$ cat src/rtl/relu_sequencer.sv
// rtl/relu_sequencer.sv - walks an accumulator RAM, converts to fixed point with optional ReLU, writes activations
module relu_sequencer #(
    parameter int NUM_NEURONS   = 128,
    parameter int ACC_BITS      = 32,
    parameter int FP_TOTAL_BITS = 16,
    parameter int FP_FRAC_BITS  = 8,
    localparam int ADDR_BITS    = $clog2(NUM_NEURONS)
) (
    input  logic                     clk,
    input  logic                     reset,
    input  logic                     start,
    input  logic                     relu_en,
    output logic                     acc_rd_en,
    output logic [ADDR_BITS-1:0]     acc_rd_addr,
    input  logic [ACC_BITS-1:0]      acc_rd_data,
    output logic                     act_wr_en,
    output logic [ADDR_BITS-1:0]     act_wr_addr,
    output logic [FP_TOTAL_BITS-1:0] act_wr_data,
    output logic                     busy,
    output logic                     done,
    output logic                     sat_flag,
    output logic [ADDR_BITS:0]       zero_count
);

    typedef enum logic [1:0] {S_IDLE, S_READ, S_DRAIN, S_DONE} state_t;

    localparam logic [ADDR_BITS-1:0]     LAST_ADDR = ADDR_BITS'(NUM_NEURONS - 1);
    localparam logic [ADDR_BITS-1:0]     ADDR_ONE  = ADDR_BITS'(1);
    localparam logic [ADDR_BITS:0]       ZC_ONE    = (ADDR_BITS + 1)'(1);
    localparam logic [FP_TOTAL_BITS-1:0] SAT_MAX   = {1'b0, {(FP_TOTAL_BITS - 1){1'b1}}};
    localparam logic [FP_TOTAL_BITS-1:0] SAT_MIN   = {1'b1, {(FP_TOTAL_BITS - 1){1'b0}}};

    state_t                     r_state;
    state_t                     w_next;
    logic                       r_rd_en;
    logic [ADDR_BITS-1:0]       r_rd_addr;
    logic                       r_pend;
    logic [ADDR_BITS-1:0]       r_pend_addr;
    logic                       r_wr_en;
    logic [ADDR_BITS-1:0]       r_wr_addr;
    logic [FP_TOTAL_BITS-1:0]   r_wr_data;
    logic                       r_busy;
    logic                       r_done;
    logic                       r_sat;
    logic [ADDR_BITS:0]         r_zero_count;
    logic                       r_relu_mode;

    logic signed [ACC_BITS-1:0] w_shifted;
    logic [ACC_BITS-FP_TOTAL_BITS:0] w_hi;
    logic                       w_ovf;
    logic                       w_neg;
    logic                       w_zero;
    logic [FP_TOTAL_BITS-1:0]   w_sat_val;
    logic                       w_accept;

    // Bits above the target sign bit must all match the sign, otherwise the value is out of range.
    assign w_shifted = $signed(acc_rd_data) >>> FP_FRAC_BITS;
    assign w_hi      = w_shifted[ACC_BITS-1:FP_TOTAL_BITS-1];
    assign w_ovf     = !((&w_hi) || (~|w_hi));
    assign w_neg     = w_shifted[ACC_BITS-1];
    assign w_sat_val = w_ovf ? (w_neg ? SAT_MIN : SAT_MAX) : w_shifted[FP_TOTAL_BITS-1:0];
    assign w_zero    = r_relu_mode && w_neg;
    assign w_accept  = (r_state == S_IDLE) && start;

    always_comb begin
        w_next = r_state;
        case (r_state)
            S_IDLE:  if (start) w_next = S_READ;
            S_READ:  if (r_rd_addr == LAST_ADDR) w_next = S_DRAIN;
            S_DRAIN: if (r_wr_en && (r_wr_addr == LAST_ADDR)) w_next = S_DONE;
            S_DONE:  w_next = S_IDLE;
            default: w_next = S_IDLE;
        endcase
    end

    always_ff @(posedge clk or posedge reset) begin
        if (reset) begin
            r_state <= S_IDLE;
        end else begin
            r_state <= w_next;
        end
    end

    always_ff @(posedge clk or posedge reset) begin
        if (reset) begin
            r_rd_en      <= 1'b0;
            r_rd_addr    <= '0;
            r_pend       <= 1'b0;
            r_pend_addr  <= '0;
            r_wr_en      <= 1'b0;
            r_wr_addr    <= '0;
            r_wr_data    <= '0;
            r_busy       <= 1'b0;
            r_done       <= 1'b0;
            r_sat        <= 1'b0;
            r_zero_count <= '0;
            r_relu_mode  <= 1'b0;
        end else begin
            r_rd_en <= (w_next == S_READ);
            r_busy  <= (w_next == S_READ) || (w_next == S_DRAIN);
            r_done  <= (w_next == S_DONE);

            if (w_accept) begin
                r_rd_addr    <= '0;
                r_relu_mode  <= relu_en;
                r_sat        <= 1'b0;
                r_zero_count <= '0;
            end else if ((r_state == S_READ) && (w_next == S_READ)) begin
                r_rd_addr <= r_rd_addr + ADDR_ONE;
            end

            // r_pend marks the cycle in which RAM data for r_pend_addr is on acc_rd_data.
            r_pend      <= r_rd_en;
            r_pend_addr <= r_rd_addr;
            r_wr_en     <= r_pend;
            if (r_pend) begin
                r_wr_addr <= r_pend_addr;
                r_wr_data <= w_zero ? '0 : w_sat_val;
                if (w_ovf) r_sat <= 1'b1;
                if (w_zero) r_zero_count <= r_zero_count + ZC_ONE;
            end
        end
    end

    assign acc_rd_en   = r_rd_en;
    assign acc_rd_addr = r_rd_addr;
    assign act_wr_en   = r_wr_en;
    assign act_wr_addr = r_wr_addr;
    assign act_wr_data = r_wr_data;
    assign busy        = r_busy;
    assign done        = r_done;
    assign sat_flag    = r_sat;
    assign zero_count  = r_zero_count;

endmodule

$ cat config.mk
export PLATFORM = sky130hd
export DESIGN_NAME = relu_sequencer
export DESIGN_NICKNAME = d
export VERILOG_FILES = /design/src/rtl/relu_sequencer.sv
export SDC_FILE = /design/constraint.sdc
export NUM_CORES = 1
export LEC_CHECK = 0
export CAP_MARGIN = 20
export CORE_MARGIN = 5
export CORE_UTILIZATION = 47
export CTS_BUF_LIST = sky130_fd_sc_hd__clkbuf_8
export CTS_CLUSTER_SIZE = 10
export DETAILED_ROUTE_END_ITERATION = 8
export PLACE_DENSITY = 0.84
export RECOVER_POWER = 25
export REMOVE_ABC_BUFFERS = 1
export SYNTH_ARGS = -nofsm -noshare
export SYNTH_HDL_FRONTEND = slang
export SYNTH_SLANG_ARGS = --single-unit
$ cat constraint.sdc
create_clock -name clk -period 2.65 [get_ports clk]
set_input_delay 0.53 -clock clk [delete_from_list [all_inputs] [get_ports clk]]
set_output_delay 0.53 -clock clk [all_outputs]
set_load 0.03 [all_outputs]
# --- Word level (Yosys, flattened, before mapping) ---
# Cells that the tools add are included.
totals:
  ff_bits: 54
  in_bits: 36
  word_cells: 49
op_classes:
  n_eq_ne: 8
  add_sub_neg: 2
  reduce_logical: 11
  muxes: 15
ops:
  columns: ["operator", "count"]
  rows:
  - ["16-bit two-way mux", 3]
  - ["8-bit two-way mux", 3]
  - ["7-bit == test, second input constant", 2]
  - ["7-bit two-way mux", 2]
  - ["9-bit AND reduction", 1]
  - ["9-bit OR reduction", 1]
  - ["8-bit by 1-bit adder with 8-bit output, second input constant", 1]
  - ["2-bit == test, second input constant", 4]
  - ["2-bit one-hot mux with 4 select lines", 1]
  - ["7-bit by 1-bit adder with 7-bit output, second input constant", 1]
  - ["2-bit two-way mux", 3]
  - ["2-bit by 1-bit == test with 1-bit output, second input constant", 2]
  - ["1-bit logical AND", 4]
  - ["1-bit two-way mux", 3]
  - ["2-bit zero test", 1]
  - ["1-bit logical OR", 2]
  - ["2-bit nonzero test", 1]
  - ["1-bit zero test", 1]

# --- Logic depth before layout (Yosys ltp) ---
# Gate-level depths: netlist (run 1).
logic_depth:
  ltp_word: 8
  mapped_depth: 10
  depth_no_buf: 10

# --- Worst setup path before layout (run 1) ---
# Ideal clock, no wire load.
synth_path:
  path_type: "flip-flop to flip-flop"
  start: "register r_rd_addr[0], in the netlist acc_rd_addr[0]"
  end: "register r_rd_addr[4], in the netlist acc_rd_addr[4]"
  setup_ns: 0.077
  t_required_ns: 2.573
  period_less_slack_ns: 2.130
  slack_ns: 0.520
  arrival_ns: 2.052
  path_buffers: 0
  path_stages_with_launch: 9
  cell_sequence: "dfrtp_1 -> ha_1 -> nand3_1 -> nor2_1 -> o32ai_1 -> ha_1 -> nand4b_1 -> or3_1 -> a21oi_1"
synth_between:
  elab_chain_len: 6
synth_lines:
  columns: ["item", "line_no", "rtl"]
  rows:
  - ["start, declared", "36", "logic [ADDR_BITS-1:0] r_rd_addr;"]
  - ["start signal, assigned", "109", "r_rd_addr <= r_rd_addr + ADDR_ONE;"]
  - ["7-bit == test", "69", "S_READ: if (r_rd_addr == LAST_ADDR) w_next = S_DRAIN;"]
  - ["2-bit two-way mux", "69", null]
  - ["2-bit one-hot mux with 4 select lines", "67", "case (r_state)"]
  - ["net w_next[0]", "34", "state_t w_next;"]
  - ["2-bit by 1-bit == test with 1-bit output", "108", "end else if ((r_state == S_READ) && (w_next == S_READ)) begin"]
  - ["1-bit logical AND", "108", null]
  - ["2-bit nonzero test (no line)", null, null]
# The timed path passes the listed nets, and every way through them passes these cells. The select of a mux whose other input is x is not followed.
# A chain may end at the register's enable or synchronous reset.

# --- Final worst setup path (run 1) ---
layout_path:
  start: "register r_state[0]"
  end: "register r_rd_addr[4], in the netlist acc_rd_addr[4]"
layout_between:
  elab_chain_len: 5
layout_lines:
  columns: ["item", "line_no", "rtl"]
  rows:
  - ["start, declared", "33", "state_t r_state;"]
  - ["start signal, assigned", "80", "r_state <= w_next;"]
  - ["2-bit == test, or another cell as far along", "67", null]
  - ["2-bit one-hot mux with 4 select lines *", "67", null]
  - ["net w_next[0]", "34", null]
  - ["2-bit by 1-bit == test with 1-bit output *", "108", null]
  - ["1-bit logical AND *", "108", null]
  - ["2-bit nonzero test (no line) *", null, null]
# Mark *: on every way through the listed nets, which the timed path passes. The rest lies on a longest branch.

==> flow_summary_export.csv, run 1 <==
group,metric,value,unit
outcome,status,"finished, final reports clean",
die,dieArea,6413,µm²
critical_path,cp_data_required_time,2880,ps
synthesis,yosys_most_used_dff,"dfrtp_1",
cts,cts_buffers,5,
drt,wl_per_cell,15.19,µm
synthesis,ys_async_sr_fraction,100.0,%
synthesis,synth_warnings,0,
drt,drtPass1Iterations,4,
power,internal_power,1.153,mW
finish,fill_cells,404,
die,die_w,80.08,µm
min_path,hold_path_class,"register to register",
critical_path,cp-start-kind,"register",
cts,ctsHoldBuffers,0,
timing,skew,8.336,ps
timing,setup_tns,0,ps
drt,route.met3.wl,213,µm
cts,post_cts_buffers,0,
critical_path,slowest_delay,470,ps
synthesis,synth_seq_cells,54,
die,num_io_pins,79,
timing,final_hold_viol_count,0,
power,p_comb_share,15.3,%
finish,layout.nets,319,
cts,clk_pin_slew,90,ps
timing,finalCritPeriodShare,88.02,%
drt,routed_wl,5272,µm
timing,slew_headroom,45.13,%
synthesis,synth_top_area_share,58.54,%
die,rows,25,
synthesis,syn_area,2308,µm²
synthesis,synthMostInstantiatedCell,"dfrtp_1",
global_routing,antenna_found_initial,0,
timing,worst_slew_pin_slew,823.1,ps
global_routing,grt_pass1_wl,8542,µm
drt,via_per_inst,5.346,
placed_design,gp_congestion,0.7843,
cts,tritoncts,"built",
placed_design,portBuffers,70,
job,cap_violations,0,
drt,drtIter0Drc,89,
cts,clk_latency,310,ps
synthesis,yosysTopAreaCell,"dfrtp_1",
critical_path,end_kind,"register",
timing,period_minus_slack,2333,ps
synthesis,synth-edff-count,0,
timing,rsz0062_at_grt,"false",
critical_path,path_cells,"nand2b_1 > o32ai_1 > ha_1 > nand4b_1 > or3_1 > a21oi_1",
synthesis,syn-mean-instance-area,11.32,µm²
power,p_total,1.575,mW
cts,cts-resized-gates,0,
drt,vias,1855,
drt,wl_met2,2712,µm
power,clkPwrFrac,28.7,%
critical_path,crit_arrival,2560,ps
synthesis,synth_seq_area_share,58.54,%
critical_path,crit_fanout,8,
drt,route.detailed.drc,0,
finish,drive_gt1_share,9.286,%
die,core,4755,µm²
die,die_y,80.08,µm
finish,diodes,0,
synthesis,synth_commonest_cells,"54 x dfrtp_1, 22 x nand2_1, 18 x a21oi_1",
power,switching_power,0.4213,mW
timing,finalSetupViolations,0,
global_routing,first_global_vias,1840,
global_routing,grt-ovfl-total,0,
placed_design,dp_hpwl,3921,µm
drt,top_layer,"met4",
finish,area_delta_synth_final,36.64,%
power,p_leak,1.312,nW
power,ir_worst_vdd,338.1,µV
cts,cts_max_level,2,
drt,ant_nets,0,
timing,max_clock_freq,428.7,MHz
timing,fin_ws,317.5,ps
placed_design,pre_cts_slack,85.27,ps
global_routing,grt_usage,16.89,%
power,p_seq_share,56.0,%
global_routing,grt_max_degree,36,
die,start_util,48.55,%
power,p_sw_share,26.75,%
timing,slew_violations,0,
critical_path,critPathKind,"register to register",
power,power.density,499.2,nW/µm²
drt,wl_met1,2281,µm
cts,cts-root-buf,"clkbuf_8",
synthesis,ys_types,39,
cts,clock_path_buffers,2,
synthesis,synth_area_leaders,"dfrtp_1 59%, a22oi_1 4.9%, a21oi_1 3.9%, mux2_2 3.9%, nand2_1 3.6%",
synthesis,syn_inst,204,
critical_path,crit_slowest_cell,"dfrtp_1",
cts,cts_sinks,54,
==> sequential cells by signal, indices dropped and copies added (netlist names) <==
signal,flops
sat_flag,1
r_pend_addr,7
done,1
r_state,2
busy,1
r_pend,1
r_relu_mode,1
acc_rd_en,1
act_wr_data,16
acc_rd_addr,7
act_wr_en,1
zero_count,8
act_wr_addr,7
==> through the flow <==
stage	hold slack (ps)	instance area, µm²	std cells	util (%)
after floorplan	454.2	2245	196	-
after global placement	382.2	3079	338	64.76
after detailed placement	376.1	3087	339	64.92
after CTS	398.7	3177	347	66.82
after global routing	413.0	3154	347	66.34
final	394.8	3154	347	66.34
==> metal layers <==
layer  vias up  global-route usage, %
met5         -                      0
met4         0                  5.574
met3         5                  3.139
met2        42                  28.89
met1       916                  21.50
li1        892                      -
==> placed cells by master (no fill, tap or decap), drive strengths merged, types with 2 or more instances in the layout <==
master          n
clkdlybuf4s50  69
dfrtp          54
nand2          22
a21oi          18
o21ai          16
a22oi          15
nor2            9
nand4           9
mux2            8
clkbuf          8
inv             7
a22o            4
ha              4
or3             3
and3            3
buf             3
nand2b          2
xor2            2
nand3           2
a31oi           2
o22ai           2
nor3            2
or4             2
clkinv          2
==> critical path, delay by kind of cell (launching register included) <==
family          cells  cell delay [ps]
simple gates        3              840
compound gates      2              610
flops               1              470
fa+ha+maj           1              340
==> power by group through the flow <==
stage / combinational [mW] / sequential (mW) / clock [mW]
after floorplan: 0.0589 / 0.955 / 0
after global placement: 0.241 / 0.897 / 0
after detailed placement: 0.248 / 0.898 / 0
after CTS: 0.249 / 0.882 / 0.465
after global routing: 0.257 / 0.888 / 0.493
final: 0.241 / 0.882 / 0.452
==> logic make-up after synthesis <==
logic type               Yosys count  share of synthesized area, %
AO/OA/AOI/OAI                     62                         17.18
XOR/XNOR                           3                         1.138
adder cells (fa/ha/maj)            4                         2.168
buffers and inverters             15                         3.902
flip-flops                        54                         58.54
multiplexers                       9                         4.336
AND/OR/NAND/NOR                   57                         12.74
==> final timing paths <==
path / slack, ps / from / cells past startpoint / end
max: 320 / r_state[0]$_DFF_PP0_ / 6 / acc_rd_addr[4]$_DFFE_PP0P_
min: 390 / acc_rd_en$_DFF_PP0_ / 0 / r_pend$_DFF_PP0_
max reg2reg: 320 / r_state[0]$_DFF_PP0_ / 6 / acc_rd_addr[4]$_DFFE_PP0P_
min reg2reg: 390 / acc_rd_en$_DFF_PP0_ / 0 / r_pend$_DFF_PP0_
max in group asynchronous: 590 / reset / 3 / act_wr_data[0]$_DFFE_PP0P_
min in group asynchronous: 780 / reset / 2 / act_wr_addr[5]$_DFFE_PP0P_
==> final cells by class <==
type                    count  area, µm²  area share [%]
flip-flops and latches     54       1351           42.84
multi-input cells         135      867.1           27.49
repair buffers             76      735.7           23.32
well taps                  67      83.83           2.658
clock buffers               5      68.82           2.182
inverters                   7      26.28          0.8330
clock inverters             3      21.27          0.6743
Power figures use the tool's default switching activity.
==> run 2: changes to the inputs <==
clock period = 2.3 ns   (was 2.65 ns; I/O delays follow)
==> flow_summary_export.csv, run 2 (synthesis gave the netlist of run 1 again) <==
group,metric,value,unit
timing,max_clock_freq,473.5,MHz
global_routing,grt_max_degree,55,
finish,final_util,67.00,%
cts,clock_path_buffers,2,
timing,finalCritPeriodShare,91.83,%
critical_path,path_cells,"nand2b_1 > o32ai_1 > ha_1 > nand4b_1 > or3_1 > a21oi_1",
placed_design,gp_congestion,0.8211,
power,p_seq_share,55.6,%
critical_path,cp-start-kind,"register",
job,cap_violations,0,
cts,clk_pin_slew,100,ps
timing,rsz0062_at_grt,"false",
global_routing,grt_usage,17.59,%
finish,drive_gt1_share,10.21,%
critical_path,critPathTopFamily,"simple AND/OR/NAND/NOR gates",
timing,finalSetupViolations,0,
timing,setup_tns,0,ps
min_path,hold_start,"acc_rd_en$_DFF_PP0_",
critical_path,cp_data_required_time,2520,ps
critical_path,reg2reg_to,"acc_rd_addr[4]$_DFFE_PP0P_",
finish,finalNonFillerCells,351,
die,dieArea,6413,µm²
timing,period_minus_slack,2112,ps
die,rows,25,
placed_design,dp_hpwl,3782,µm
power,internal_power,1.354,mW
die,die_w,80.08,µm
finish,layout_common_cells,"69 x clkdlybuf4s50_1, 54 x dfrtp_1, 22 x nand2_1, 18 x a21oi_1, 16 x o21ai_0",
placed_design,placedCellCount,343,
critical_path,end_kind,"register",
finish,diodes,0,
critical_path,critPathKind,"register to register",
finish,area_delta_synth_final,37.99,%
min_path,min_to,"r_pend$_DFF_PP0_",
die,start_util,48.55,%
cts,ctsHoldBuffers,0,
cts,cts_max_level,2,
drt,via_per_inst,5.285,
cts,cts-root-buf,"clkbuf_8",
drt,drtPass1Iterations,4,
power,p_comb_share,15.1,%
timing,slew_headroom,13.51,%
timing,skew,9.460,ps
min_path,hold_path_class,"register to register",
critical_path,crit_fanout,8,
drt,wl_per_cell,14.91,µm
placed_design,portBuffers,70,
power,ir_worst_vdd,322.4,µV
critical_path,slowest_delay,470,ps
drt,routed_wl,5235,µm
power,power.density,574.1,nW/µm²
die,num_io_pins,79,
min_path,hold_path_depth,0,
finish,largest_reg_flops,16,
finish,layout.nets,323,
power,switching_power,0.4744,mW
global_routing,grt-ovfl-total,0,
cts,tritoncts,"built",
global_routing,first_global_vias,1796,
die,die_y,80.08,µm
cts,cts-resized-gates,0,
finish,mostFrequentLayoutCell,"clkdlybuf4s50_1",
critical_path,crit_buf_inv,0,
cts,cts_buffers,5,
critical_path,worstRegToRegCells,6,
cts,cts_sinks,54,
cts,clk_latency,300,ps
critical_path,crit_arrival,2330,ps
global_routing,antenna_found_initial,0,
power,p_sw_share,25.94,%
timing,slew_violations,0,
outcome,status,"finished, final reports clean",
timing,worst_slew_pin_slew,1297,ps
critical_path,r2r_slack,190,ps
drt,drtIter0Drc,104,
power,p_leak,1.333,nW
global_routing,grt_pass1_wl,8838,µm
die,core,4755,µm²
timing,hold_ws,396.7,ps
cts,post_cts_buffers,0,
drt,route.detailed.drc,0,
critical_path,crit_slowest_cell,"dfrtp_1",
critical_path,reg2reg_from,"r_state[0]$_DFF_PP0_",
drt,ant_nets,0,
power,clkPwrFrac,29.3,%
timing,final_hold_viol_count,0,
drt,vias,1855,
## run 2: area by class of cell
cell class                 count  area [µm²]
clock buffer                   6       82.58
clock inverter                 2       8.758
fill                         381        1569
inverter                       7       26.28
multi-input combinational    135       867.1
sequential                    54        1351
tap                           67       83.83
timing repair buffer          80       765.7
## run 2: power groups by stage
stage	logic (mW)	clock network (mW)	registers [mW]
6_report	0.276	0.536	1.02
5_1_grt	0.296	0.585	1.02
4_1_cts	0.285	0.544	1.02
3_5_place_dp	0.284	0	1.03
3_3_place_gp	0.278	0	1.03
2_1_floorplan	0.0679	0	1.10
## run 2: worst max-delay path by stage
stage	start	cells after the start	end	slack, ps
floorplan	acc_rd_addr[0]$_DFFE_PP0P_	8	acc_rd_addr[4]$_DFFE_PP0P_	170
CTS	r_state[0]$_DFF_PP0_	6	acc_rd_addr[4]$_DFFE_PP0P_	210
global placement	acc_rd_data[30]	5	act_wr_data[1]$_DFFE_PP0P_	-170
finish	r_state[0]$_DFF_PP0_	6	acc_rd_addr[4]$_DFFE_PP0P_	190
detailed placement	start	7	acc_rd_addr[4]$_DFFE_PP0P_	30
global route	acc_rd_addr[0]$_DFFE_PP0P_	8	acc_rd_addr[4]$_DFFE_PP0P_	10
## run 2: worst register-to-register path, stage by stage, from the launching register on
cell and delay, ps:
dfrtp_1 470, nand2b_1 220, o32ai_1 370, ha_1 270, nand4b_1 170, or3_1 380, a21oi_1 160
## run 2: stage by stage
| step | worst slack (ps) | power, mW | cell area [µm²] |
|---|---|---|---|
| final | 188.0 | 1.829 | 3186 |
| after global routing | 11.91 | 1.904 | 3186 |
| after CTS | 208.8 | 1.845 | 3208 |
| after detailed placement | 25.26 | 1.319 | 3117 |
| after global placement | -165.3 | 1.311 | 3109 |
| after floorplan | 168.1 | 1.169 | 2245 |
## run 2: layer usage
layer | GRT usage [%] | vias up | wire length [µm]
met3 | 3.700 | 4 | 298
met1 | 23.65 | 902 | 2188
met5 | 0 | - | 0
met4 | 5.405 | 0 | 63
met2 | 28.56 | 47 | 2685
li1 | - | 902 | -
==> RTL edit: new RTL, config.mk and constraints of run 1 <==
Register the inputs `start`, `relu_en` and `acc_rd_data` before use. The logic sees them one clock later. Comments in the files are not updated.
--- a/src/rtl/relu_sequencer.sv
+++ b/src/rtl/relu_sequencer.sv
@@ -31,4 +31,14 @@
     localparam logic [FP_TOTAL_BITS-1:0] SAT_MIN   = {1'b1, {(FP_TOTAL_BITS - 1){1'b0}}};
 
+    logic start_q;
+    logic relu_en_q;
+    logic [ACC_BITS-1:0] acc_rd_data_q;
+
+    always_ff @(posedge clk) begin
+        start_q       <= start;
+        relu_en_q     <= relu_en;
+        acc_rd_data_q <= acc_rd_data;
+    end
+
     state_t                     r_state;
     state_t                     w_next;
@@ -55,5 +65,5 @@
 
     // Bits above the target sign bit must all match the sign, otherwise the value is out of range.
-    assign w_shifted = $signed(acc_rd_data) >>> FP_FRAC_BITS;
+    assign w_shifted = $signed(acc_rd_data_q) >>> FP_FRAC_BITS;
     assign w_hi      = w_shifted[ACC_BITS-1:FP_TOTAL_BITS-1];
     assign w_ovf     = !((&w_hi) || (~|w_hi));
@@ -61,10 +71,10 @@
     assign w_sat_val = w_ovf ? (w_neg ? SAT_MIN : SAT_MAX) : w_shifted[FP_TOTAL_BITS-1:0];
     assign w_zero    = r_relu_mode && w_neg;
-    assign w_accept  = (r_state == S_IDLE) && start;
+    assign w_accept  = (r_state == S_IDLE) && start_q;
 
     always_comb begin
         w_next = r_state;
         case (r_state)
-            S_IDLE:  if (start) w_next = S_READ;
+            S_IDLE:  if (start_q) w_next = S_READ;
             S_READ:  if (r_rd_addr == LAST_ADDR) w_next = S_DRAIN;
             S_DRAIN: if (r_wr_en && (r_wr_addr == LAST_ADDR)) w_next = S_DONE;
@@ -103,5 +113,5 @@
             if (w_accept) begin
                 r_rd_addr    <= '0;
-                r_relu_mode  <= relu_en;
+                r_relu_mode  <= relu_en_q;
                 r_sat        <= 1'b0;
                 r_zero_count <= '0;
Check against the original RTL: not equivalent (a bounded check fails within 4 cycles, from zero or initial values and one cycle with reset high).
==> RTL edit against run 1 <==
Sequential cell count rose by 26. Worst setup slack improved by 0.019 ns. Final area rose by 20%. Synthesized area rose by 23%. Routed wire length rose by 15%.
Power is not compared: it rests on default switching activity, and its combinational part moved more than twofold at a synthesized area within 25%.
==> RTL edit: results (changes against run 1) <==
| Metric | Value |
|---|---|
| Placed insts | 372 (+9.7%) |
| Dpl cell area | 3590 µm² (+16%) |
| Layout cells sized above 1 | 0.105 (+0.0126) |
| DP Wirelength | 4.18 mm (+6.5%) |
| Met2 Usage GRT | 0.268 (-0.0204) |
| Fillers | 462 (+14%) |
| Largest net degree at the start of global routing | 55 (+53%) |
| Critical Path Fanout Max | 5 (-3) |
| Warnings, synthesis | 0 (unchanged) |
| M1 WL | 2.71 mm (+19%) |
| Met3 wire len | 247 µm (+16%) |
| Multi-input combinational area share | 0.230 (-0.0450) |
| Vias/cell | 5.19 (-3.0%) |
| Met2 routed WL | 2.96 mm (+9.1%) |
| Post-CTS Setup Inserts | 0 (unchanged) |
| Inverters | 5 (-2) |
| Final WL | 6.04 mm (+15%) |
| H-tree levels | 3 (+1) |
| Slowest cell on crit path | dfrtp_1 |
| Multi-input gates | 139 (+3.0%) |
| Total GRT Usage | 0.169 (-0.000178) |
| Mux contribution to synthesized area | 0.0318 (-0.0115) |
| Vias in the first global route | 2070 (+13%) |
| Met3 GRT Util | 0.0263 (-0.00505) |
| Max FFs per register | 24 (+8) |
| Synth unique cells | 41 (+5.1%) |
| Register area share after synthesis | 0.661 (+0.0757) |
| Worst skew pair latency | 0.35 ns (+0.04 ns) |
| Worst Clk Skew | 0.0123 ns (+0.00400 ns) |
| Sequential cells | 80 (+48%) |
| NonClk Buf Share | 0.190 (-0.0430) |
| First-pass GRT wire length | 9.90 mm (+16%) |
| CTS Root Cell | clkbuf_8 |
| CP max stage delay | 0.44 ns (-0.03 ns) |
| Initial DRC count | 60 (-33%) |
| WP data arrival | 2.58 ns (+0.02 ns) |
| Final Net Count | 348 (+9.1%) |
| Hold Path Class | reg -> reg |
| TritonCTS buffer count | 9 (+4) |
| Final-layout clock buffer total | 10 (+5) |
| Outcome | completed |
| Final instance area | 3790 µm² (+20%) |
| Ys async rst share | 0.675 (-0.325) |
| Post-Syn Instances | 232 (+14%) |
| Dpl ws | 0.359 ns (+0.274 ns) |
| Slew @ Worst Pin | 1.32 ns (+0.496 ns) |
| Seq area share | 0.494 (+0.0657) |
| Met1 Use GR | 0.221 (+0.00577) |
| Compound-Gate Fraction of Synth Area | 0.128 (-0.0437) |
| Top post-synthesis cells by count | dfrtp_1 (54), nand2_1 (27), dfxtp_1 (26) |
| Layout Cells excl Fill | 388 (+12%) |
| Post_cts resized | 0 (unchanged) |
| # diodes | 0 (unchanged) |
| GPL Wtd Cong | 0.762 (-2.9%) |
| Clock buf/inv share | 0.0561 (+0.0276) |
| Initial antenna violation count | 0 (unchanged) |
| Synth top area cells | dfrtp_1 (48%), dfxtp_1 (18%), a22oi_1 (4.0%) |
| Non-CTS buffers | 73 (-3.9%) |
| Synth Area in Adders | 0.0177 (-0.00400) |
| Xor and xnor area share after synthesis | 0.0186 (+0.00718) |
==> RTL edit: power breakdown <==
| part | switching, W | total (W) | leakage (nW) | internal (W) |
|---|---|---|---|---|
| Clock | 0.000456 | 0.000930 | 0.105 | 0.000474 |
| Sequential | 0.000167 | 0.00158 | 0.885 | 0.00141 |
| Combinational | 0.000498 | 0.000874 | 0.617 | 0.000377 |
==> RTL edit: worst paths after layout <==
| kind | from | to | slack, ns | depth (start not counted) |
|---|---|---|---|---|
| setup / recovery | acc_rd_addr[0] | acc_rd_addr[3] | 0.34 | 8 |
| hold / removal | acc_rd_en | r_pend | 0.38 | 0 |
| setup reg to reg | acc_rd_addr[0] | acc_rd_addr[3] | 0.34 | 8 |
| hold reg to reg | acc_rd_en | r_pend | 0.38 | 0 |
| max in group asynchronous | reset | act_wr_addr[3] | 0.79 | 3 |
| min in group asynchronous | reset | act_wr_data[11] | 1.05 | 3 |
